**src/rtl/mdu_pkg.sv**
```systemverilog
// Shared definitions for the multiply/divide unit: operation and state
// encodings, the iteration count and the LO value written on divide by zero.
package mdu_pkg;

   typedef enum logic [1:0] {
      OP_MULT  = 2'b00,
      OP_MULTU = 2'b01,
      OP_DIV   = 2'b10,
      OP_DIVU  = 2'b11
   } op_t;

   typedef enum logic [1:0] {
      ST_IDLE = 2'b00,
      ST_CALC = 2'b01,
      ST_FIX  = 2'b10,
      ST_DONE = 2'b11
   } state_t;

   localparam int          ITER_CNT = 32;
   localparam logic [31:0] DIV0_LO  = 32'hFFFF_FFFF;

endpackage

```
**src/rtl/mdu_sign_adj.sv**
```systemverilog
// Conditional two's-complement negate.
// Ports:
//   en   - negate din when 1, pass it through when 0
//   din  - input value, W bits
//   dout - din or -din, W bits
module mdu_sign_adj #(
   parameter int W = 32
) (
   input  logic         en,
   input  logic [W-1:0] din,
   output logic [W-1:0] dout
);

   assign dout = en ? ((~din) + W'(1)) : din;

endmodule

```
**src/rtl/mult_div_unit.sv**
```systemverilog
// Iterative multiply/divide unit with architectural HI/LO registers.
// MULT/MULTU use shift-add, DIV/DIVU use restoring shift-subtract, one bit
// per cycle on operand magnitudes; signs are applied in the FIX state.
// Ports:
//   clk, rst            - clock, asynchronous active-high reset
//   i_start, i_op       - launch an operation (accepted in IDLE/DONE only)
//   i_data_rs/i_data_rt - operands A and B; i_data_rs is also the move source
//   i_mthi, i_mtlo      - write i_data_rs into HI/LO (IDLE/DONE, no start)
//   o_busy              - operation in flight (CALC or FIX)
//   o_done              - one-cycle pulse after an operation commits HI/LO
//   o_hi, o_lo          - HI/LO registers
//
// state   | meaning
// IDLE    | waiting for a command
// CALC    | iterating, counter 0..31 (one cycle only for divide by zero)
// FIX     | sign correction, HI/LO commit on exit
// DONE    | o_done pulse; a new start is accepted here too
module mult_div_unit
   import mdu_pkg::*;
#(
   parameter int DATA_W = 32
) (
   input  logic              clk,
   input  logic              rst,
   input  logic              i_start,
   input  logic [1:0]        i_op,
   input  logic [DATA_W-1:0] i_data_rs,
   input  logic [DATA_W-1:0] i_data_rt,
   input  logic              i_mthi,
   input  logic              i_mtlo,
   output logic              o_busy,
   output logic              o_done,
   output logic [DATA_W-1:0] o_hi,
   output logic [DATA_W-1:0] o_lo
);

   localparam int               CNT_W    = $clog2(ITER_CNT);
   localparam logic [CNT_W-1:0] CNT_LAST = CNT_W'(ITER_CNT - 1);

   state_t              state, state_nx;
   op_t                 op;
   logic                accept, op_is_div, op_signed, a_neg, b_neg, rt_zero;
   logic [DATA_W-1:0]   a_mag, b_mag;
   logic [CNT_W-1:0]    cnt;
   logic [DATA_W-1:0]   hi_acc, lo_acc, opnd, hi_q, lo_q;
   logic                is_div, div0, res_neg, rem_neg;
   logic [DATA_W:0]     mul_sum, div_shift;
   logic                div_ge;
   logic [DATA_W-1:0]   div_sub;
   logic [2*DATA_W-1:0] prod_fix;
   logic [DATA_W-1:0]   quo_fix, rem_fix;

   assign op        = op_t'(i_op);
   assign op_is_div = (op == OP_DIV) || (op == OP_DIVU);
   assign op_signed = (op == OP_MULT) || (op == OP_DIV);
   assign a_neg     = op_signed & i_data_rs[DATA_W-1];
   assign b_neg     = op_signed & i_data_rt[DATA_W-1];
   assign rt_zero   = (i_data_rt == '0);
   assign accept    = i_start && ((state == ST_IDLE) || (state == ST_DONE));

   mdu_sign_adj #(.W(DATA_W)) u_abs_a (.en(a_neg), .din(i_data_rs), .dout(a_mag));
   mdu_sign_adj #(.W(DATA_W)) u_abs_b (.en(b_neg), .din(i_data_rt), .dout(b_mag));

   mdu_sign_adj #(.W(2*DATA_W)) u_fix_prod (
      .en(res_neg), .din({hi_acc, lo_acc}), .dout(prod_fix));
   mdu_sign_adj #(.W(DATA_W)) u_fix_quo (.en(res_neg), .din(lo_acc), .dout(quo_fix));
   mdu_sign_adj #(.W(DATA_W)) u_fix_rem (.en(rem_neg), .din(hi_acc), .dout(rem_fix));

   // State register
   always_ff @(posedge clk or posedge rst) begin
      if (rst) state <= ST_IDLE;
      else     state <= state_nx;
   end

   // Next state
   always_comb begin
      state_nx = state;
      case (state)
         ST_IDLE: if (i_start) state_nx = ST_CALC;
         ST_CALC: if (div0 || (cnt == CNT_LAST)) state_nx = ST_FIX;
         ST_FIX:  state_nx = ST_DONE;
         ST_DONE: state_nx = i_start ? ST_CALC : ST_IDLE;
         default: state_nx = ST_IDLE;
      endcase
   end

   // Outputs decoded from state
   always_comb begin
      o_busy = (state == ST_CALC) || (state == ST_FIX);
      o_done = (state == ST_DONE);
   end

   // Multiply step: add multiplicand when the multiplier LSB is set, then
   // shift the {hi,lo} pair right; lo fills with product bits as the
   // multiplier shifts out.
   assign mul_sum = {1'b0, hi_acc} + (lo_acc[0] ? {1'b0, opnd} : '0);

   // Restoring divide step: shift the next dividend bit into the partial
   // remainder and subtract when it fits. The difference always fits in
   // DATA_W bits when the subtraction is taken.
   assign div_shift = {hi_acc, lo_acc[DATA_W-1]};
   assign div_ge    = (div_shift >= {1'b0, opnd});
   assign div_sub   = div_shift[DATA_W-1:0] - opnd;

   always_ff @(posedge clk or posedge rst) begin
      if (rst) begin
         cnt     <= '0;
         hi_acc  <= '0;
         lo_acc  <= '0;
         opnd    <= '0;
         is_div  <= 1'b0;
         div0    <= 1'b0;
         res_neg <= 1'b0;
         rem_neg <= 1'b0;
         hi_q    <= '0;
         lo_q    <= '0;
      end else if (accept) begin
         cnt     <= '0;
         is_div  <= op_is_div;
         div0    <= op_is_div & rt_zero;
         res_neg <= a_neg ^ b_neg;
         rem_neg <= a_neg;
         if (op_is_div) begin
            opnd   <= b_mag;
            lo_acc <= a_mag;
            // Divide by zero parks the raw dividend here for the HI commit.
            hi_acc <= rt_zero ? i_data_rs : '0;
         end else begin
            opnd   <= a_mag;
            lo_acc <= b_mag;
            hi_acc <= '0;
         end
      end else if (state == ST_CALC) begin
         cnt <= cnt + CNT_W'(1);
         if (!div0) begin
            if (is_div) begin
               hi_acc <= div_ge ? div_sub : div_shift[DATA_W-1:0];
               lo_acc <= {lo_acc[DATA_W-2:0], div_ge};
            end else begin
               hi_acc <= mul_sum[DATA_W:1];
               lo_acc <= {mul_sum[0], lo_acc[DATA_W-1:1]};
            end
         end
      end else if (state == ST_FIX) begin
         if (!is_div) begin
            {hi_q, lo_q} <= prod_fix;
         end else if (div0) begin
            hi_q <= hi_acc;
            lo_q <= DIV0_LO;
         end else begin
            hi_q <= rem_fix;
            lo_q <= quo_fix;
         end
      end else begin
         // IDLE or DONE without a start: moves take effect.
         if (i_mthi) hi_q <= i_data_rs;
         if (i_mtlo) lo_q <= i_data_rs;
      end
   end

   assign o_hi = hi_q;
   assign o_lo = lo_q;

endmodule
```
**config.mk**
```make
export PLATFORM = sky130hd
export DESIGN_NAME = mult_div_unit
export DESIGN_NICKNAME = d
export VERILOG_FILES = /design/src/rtl/mdu_pkg.sv /design/src/rtl/mdu_sign_adj.sv /design/src/rtl/mult_div_unit.sv
export SDC_FILE = /design/constraint.sdc
export NUM_CORES = 1
export LEC_CHECK = 0
export BUFFER_PORTS_ARGS = -buffer_cell sky130_fd_sc_hd__buf_2
export CORE_MARGIN = 5
export CORE_UTILIZATION = 50
export DETAILED_ROUTE_END_ITERATION = 16
export MAX_ROUTING_LAYER = met4
export PLACE_DENSITY_LB_ADDON = 0.25
export SYNTH_ARGS = -nofsm -noshare
export SYNTH_HDL_FRONTEND = slang
export SYNTH_HIERARCHICAL = 1
export SYNTH_SLANG_ARGS = --single-unit
export TNS_END_PERCENT = 20
```
**constraint.sdc**
```tcl
create_clock -name clk -period 6.1 [get_ports clk]
set_clock_uncertainty 0.05 [all_clocks]
set_input_delay 0.61 -clock clk [delete_from_list [all_inputs] [get_ports clk]]
set_output_delay 0.61 -clock clk [all_outputs]
set_load 0.1 [all_outputs]
```
==> results of run 1 <==
## sequential cells by signal (all words and copies together) (netlist names), 2 cells and up
signal and flops:
lo_acc 32, o_hi 32, cnt 5, state 2
o_lo 32, hi_acc 32, opnd 32
## cell type report
class,count,area [um2],share of cell area
flip-flops and latches,171,4290,0.215
repair buffers,156,846,0.0425
inverters,62,238,0.0119
multi-input cells,1847,13400,0.672
clock inverters,12,114,0.00572
well taps,468,586,0.0294
clock buffers,20,467,0.0235
## per-stage QoR
step / worst slack [ns] / util / cells / hold slack [ns]
4_1_cts: 2.01 / 0.545 / 2736 / 0.283
2_1_floorplan: 0.808 / - / 2228 / 0.414
3_3_place_gp: 2.07 / 0.529 / 2704 / 0.441
6_report: 1.96 / 0.545 / 2736 / 0.261
5_1_grt: 1.68 / 0.545 / 2736 / 0.310
3_5_place_dp: 2.07 / 0.529 / 2704 / 0.455
## worst min-delay path by stage
stage	depth (start not counted)	slack (ns)	start	endpoint
finish	2	0.26	rst	o_lo[17]$_DFFE_PP0P_
global route	2	0.31	rst	o_lo[17]$_DFFE_PP0P_
CTS	2	0.28	rst	o_lo[17]$_DFFE_PP0P_
detailed placement	2	0.46	opnd[3]$_DFFE_PP0P_	opnd[3]$_DFFE_PP0P_
global placement	2	0.44	opnd[3]$_DFFE_PP0P_	opnd[3]$_DFFE_PP0P_
floorplan	2	0.41	opnd[10]$_DFFE_PP0P_	opnd[10]$_DFFE_PP0P_
## layout by cell type (no fill, tap or decap), types with 10 or more instances in the layout
cell type,Yosys,routed
a211oi_1,10,10
a21o_1,37,37
a21oi_1,65,65
a221oi_1,14,14
a31oi_1,75,75
and2_1,46,46
and3_1,12,12
buf_2,7,135
buf_4,8,20
clkbuf_16,0,17
dfrtp_1,171,167
ha_1,76,75
inv_1,62,61
mux2_2,17,17
mux2i_1,135,135
nand2_1,214,214
nand2b_1,57,56
nand3_1,34,34
nand4_1,31,31
nor2_1,147,147
nor2b_1,15,12
nor3_1,21,19
nor4_1,23,23
nor4_4,16,16
o211ai_1,75,75
o21a_1,12,12
o21ai_0,170,170
o221ai_1,36,36
o31ai_1,57,57
o41ai_1,29,29
o41ai_2,21,21
or3_1,18,18
xnor2_1,211,211
xor2_1,28,28
## routing by layer
metal  vias up  GRT usage
li1       8356          -
met3       152     0.0605
met2      1119      0.489
met1      9018      0.483
met5         -          -
met4         0      0.122
## cells in the mapped netlist, types with 7 or more instances
library cell  instances
nand2_1             214
xnor2_1             211
dfrtp_1             171
o21ai_0             170
nor2_1              147
mux2i_1             135
clkbuf_1            105
ha_1                 76
a31oi_1              75
o211ai_1             75
a21oi_1              65
inv_1                62
nand2b_1             57
o31ai_1              57
and2_1               46
a21o_1               37
o221ai_1             36
nand3_1              34
nand4_1              31
o41ai_1              29
xor2_1               28
nor4_1               23
buf_1                22
nor3_1               21
o41ai_2              21
or3_1                18
mux2_2               17
nor4_4               16
nor2b_1              15
a221oi_1             14
and3_1               12
o21a_1               12
a211oi_1             10
buf_4                 8
or2b_1                8
a22oi_1               7
buf_2                 7
o22ai_1               7
or2_2                 7
## kinds of logic after synthesis
kind of cell,synth area share
xor+xnor,0.113
compound gates,0.268
buf+inv,0.0471
fa+ha+maj,0.0536
simple gates,0.203
flops,0.232
mux,0.0835
==> run_results.csv, run 1 <==
group,metric,value,unit
run_status,outcome,"complete, no violations",
critical_path,critPathLaunchType,"flip-flop",
critical_path,r2r-start,"hi_acc[23]$_DFFE_PP0P_",
place,hpwl,53100,um
floorplanning,die_w,202,um
route,via_per_inst,6.81,
layout,fillers,3471,
floorplanning,core_area,36500,um2
route,drt_first_pass_iters,6,
yosys,synth.area.top_cells,"dfrtp_1 23%, xnor2_1 10%, mux2i_1 7.3%",
floorplanning,dieArea,40900,um2
sta,worstMarginPinSlew,1.30,ns
critical_path,cp_slowest_stage_delay,0.66,ns
cts,cts-hold-fix-buffers,0,
critical_path,cpMostUsedCell,"a2111oi_0",
critical_path,crit_path_start,"hi_acc[23]$_DFFE_PP0P_",
layout,area_growth,7.73,%
flow_run,maxCapViolations,0,
sta,period_minus_slack,4.14,ns
route,drc_errors,0,
route,drt_iter0_drc,2478,
cts,cts_buffers,17,
floorplanning,rows,70,
yosys,synth.distinct_cells,98,
cts,ctsResizeCount,0,
critical_path,cp-endpoint,"hi_acc[9]$_DFFE_PP0P_",
cts,postCtsSetupBuffers,0,
yosys,synth-seq-cells,171,
route,drt-total-wl,70800,um
place,port-buffer-count,136,
critical_path,critPathKind,"flip-flop to flip-flop",
critical_path,crit_buf_inv,1,
route,wl_met2,30100,um
yosys,synth_warnings,6,
min_path,hold_path_class,"input port to asynchronous set/reset pin",
sta,slew_headroom,0.133,
place,place_congestion,1.03,
yosys,syn_area,18500,um2
cts,cts_root_buffer,"clkbuf_16",
route,routedWlPerCell,25.9,um
critical_path,path_depth,11,
sta,grt_setup_unrepaired,"false",
route,m1WireLength,30200,um
yosys,async_flop_share,1.00,
sta,setup_tns,0,ns
sta,fmax,242,MHz
floorplanning,start_util,0.506,
critical_path,cp_max_fo,13,
critical_path,reg2reg_to,"hi_acc[9]$_DFFE_PP0P_",
sta,post-route-period-util,0.678,
sta,slew_viol_final,0,
floorplanning,dieHeight,202,um
layout,drive_gt1_frac,0.134,
route,num_vias,18645,
cts,htree_levels,4,
cts,cts_buffer_depth,2,
cts,cts.sinks,171,
critical_path,required,6.38,ns
yosys,ys_seq_area_frac,0.232,
global_route,grt_usage,0.341,
cts,path_clk_slew,0.07,ns
place,placed_area,19300,um2
critical_path,cpMaxStageDelayCell,"dfrtp_1",
route,top_layer_used,"met4",
yosys,synth-edff-count,0,
yosys,synthCells,2228,
yosys,synth_nets,2377,
global_route,overflow,0,
critical_path,cp_top_family,"compound AO/OA/AOI/OAI gates",
critical_path,endpoint_kind,"flip-flop",
layout,finalInstanceArea,19900,um2
cts,clk_latency,0.47,ns
cts,cts_tree,"built",
yosys,yosysTopAreaCellShare,0.232,
global_route,first_global_vias,16907,
sta,finalHoldViolations,0,
critical_path,ff2ff_setup_slack,1.96,ns
sta,setup_viol,0,
route,wl_met3,7520,um
global_route,grt_pass1_wl,106000,um
layout,fin_nets,2404,
critical_path,reg2regPathDepth,11,
critical_path,cp_data_arrival_time,4.42,ns
yosys,synth_largest_area_cell,"dfrtp_1",
global_route,antenna_found_initial,0,
critical_path,crit_chain,"ha_1 -> a21oi_4 -> o221ai_2 -> a21oi_1 -> o211ai_1 -> a2111oi_0 -> a21boi_4 -> buf_4 -> mux2_2 -> a2111oi_0 -> nor2_1",
layout,num_antenna_cells,0,
route,antenna_left,0,
global_route,grt_max_degree,98,
floorplanning,io_pins,137,
yosys,syn_area_per_cell,8.29,um2
yosys,synth-main-ff-cell,"dfrtp_1",
Power of run 1 is left out: the tool's default activity adds up to more than one toggle a clock period on the data nets, which glitch-free logic cannot reach.
==> run 2, diff against run 1 <==
==> constraint.sdc (replaced) <==
create_clock -name clk -period 3.59 [get_ports clk]
set_clock_uncertainty 0.05 [all_clocks]
set_input_delay 0.359 -clock clk [delete_from_list [all_inputs] [get_ports clk]]
set_output_delay 0.359 -clock clk [all_outputs]
set_load 0.1 [all_outputs]
==> run 2 against run 1 <==
First-iteration DRC count shrank 14%. Critical path type unchanged. Fmax grew 20%. Die area is the same. Utilization grew 2.5 points. Largest cell class unchanged. Critical path depth grew 2. Non-clock buffer count grew 108. Via count grew 1.6%. Worst setup slack lost 1.8 ns. Count of clock-buffer cells in the layout shrank 3. Wire length grew 0.71%. Register-to-register slack lost 1.8 ns.
==> run_results.csv, run 2 (same netlist as run 1, synthesis figures left out) <==
group,metric,value,unit
global_route,grt_usage,0.343,
critical_path,reg2regPathDepth,13,
floorplanning,dieHeight,202,um
cts,path_clk_slew,0.08,ns
critical_path,cp_max_fo,4,
global_route,grt_pass1_wl,106000,um
global_route,first_global_vias,17537,
sta,slew_viol_final,0,
sta,hold_slack,0.00793,ns
critical_path,cp_data_arrival_time,3.79,ns
sta,fmax,290,MHz
run_status,outcome,"complete, no violations",
layout,layout_common_cells,"214 x nand2_1, 211 x xnor2_1, 170 x o21ai_0",
sta,setup_viol,0,
critical_path,endpoint_kind,"flip-flop",
route,drt_iter0_drc,2134,
flow_run,maxCapViolations,0,
cts,cts_buffers,17,
critical_path,reg2reg_to,"hi_acc[29]$_DFFE_PP0P_",
route,drt-total-wl,71300,um
cts,cts.sinks,171,
layout,area_growth,12.6,%
place,place_congestion,1.08,
route,drt_first_pass_iters,6,
cts,cts_tree,"built",
cts,clk_latency,0.46,ns
sta,setup_slack,0.137,ns
place,hpwl,54900,um
floorplanning,rows,70,
global_route,overflow,0,
critical_path,r2r-start,"lo_acc[0]$_DFFE_PP0P_",
sta,slew_headroom,0.262,
global_route,antenna_found_initial,0,
critical_path,critPathLaunchType,"flip-flop",
layout,fin_nets,2512,
cts,cts_root_buffer,"clkbuf_16",
route,via_per_inst,6.66,
floorplanning,dieArea,40900,um2
global_route,grt_max_degree,75,
floorplanning,die_w,202,um
route,drc_errors,0,
min_path,hold_path_class,"input port to asynchronous set/reset pin",
layout,drive_gt1_frac,0.173,
critical_path,critPathKind,"flip-flop to flip-flop",
cts,htree_levels,4,
sta,period_minus_slack,3.45,ns
cts,cts-hold-fix-buffers,0,
floorplanning,io_pins,137,
critical_path,ff2ff_setup_slack,0.14,ns
route,antenna_left,0,
sta,setup_tns,0,ns
layout,final_common_cell,"nand2_1",
sta,worstMarginPinSlew,1.11,ns
place,port-buffer-count,136,
layout,fillers,3344,
place,post-place-ws,0.150,ns
route,routedWlPerCell,25.1,um
cts,cts_buffer_depth,2,
floorplanning,start_util,0.506,
sta,post-route-period-util,0.962,
floorplanning,core_area,36500,um2
route,num_vias,18938,
sta,finalHoldViolations,0,
sta,grt_setup_unrepaired,"false",
critical_path,required,3.93,ns
layout,num_antenna_cells,0,
-- run 2: changes by cell type in the layout (fill, tap and decap cells not counted), sizes merged --
cell,previous run,this run
clkbuf,20,17
bufinv,1,2
inv,65,67
clkinvlp,3,2
clkinv,5,6
buf,156,264
-- run 2: layout make-up --
type,count,area (um2),area share
Clock inverter,15,184,0.00884
Multi-Input combinational cell,1847,13400,0.643
Clock buffer,17,425,0.0205
Tap cell,468,586,0.0282
Sequential cell,171,4290,0.206
Timing Repair Buffer,264,1710,0.0821
Inverter,62,236,0.0114
-- run 2: per-layer routing --
layer	routed length [um]	vias up	GRT usage
met2	31000	1060	0.507
met3	7540	173	0.0762
met1	29500	9134	0.457
li1	-	8571	-
met5	0	-	-
met4	3210	0	0.138
-- run 2: worst max-delay path by stage --
stage / startpoint / endpoint / depth (start not counted)
finish: lo_acc[0]$_DFFE_PP0P_ / hi_acc[29]$_DFFE_PP0P_ / 13
global route: lo_acc[0]$_DFFE_PP0P_ / hi_acc[29]$_DFFE_PP0P_ / 13
CTS: opnd[28]$_DFFE_PP0P_ / hi_acc[9]$_DFFE_PP0P_ / 12
detailed placement: opnd[30]$_DFFE_PP0P_ / hi_acc[7]$_DFFE_PP0P_ / 12
global placement: opnd[30]$_DFFE_PP0P_ / hi_acc[11]$_DFFE_PP0P_ / 12
floorplan: hi_acc[19]$_DFFE_PP0P_ / hi_acc[7]$_DFFE_PP0P_ / 12
-- run 2: through the flow --
| step | cells | cell area [um2] | util |
|---|---|---|---|
| after CTS | 2842 | 20800 | 0.569 |
| after global placement | 2810 | 20200 | 0.552 |
| after floorplan | 2228 | 18500 | - |
| after detailed placement | 2810 | 20200 | 0.552 |
| after global routing | 2844 | 20800 | 0.569 |
| final | 2844 | 20800 | 0.569 |
-- run 2: critical path: stages, from the launching register on --
cell and delay (ns):
dfrtp_1 0.43, and2_1 0.16, ha_1 0.24, fa_1 0.41
a21oi_1 0.20, nand4b_1 0.21, nand3_1 0.17, a31oi_1 0.39
o211ai_1 0.23, buf_4 0.19, a221oi_1 0.30, xnor2_1 0.16
o22ai_1 0.09, o21ai_0 0.16
-- run 2: timing repair --
action                                  in CTS  in global routing
setup buffers                                0                  2
resized for setup                            0                  5
endpoints found under the setup margin       0                 12
Power of run 2 is left out for the same reason.
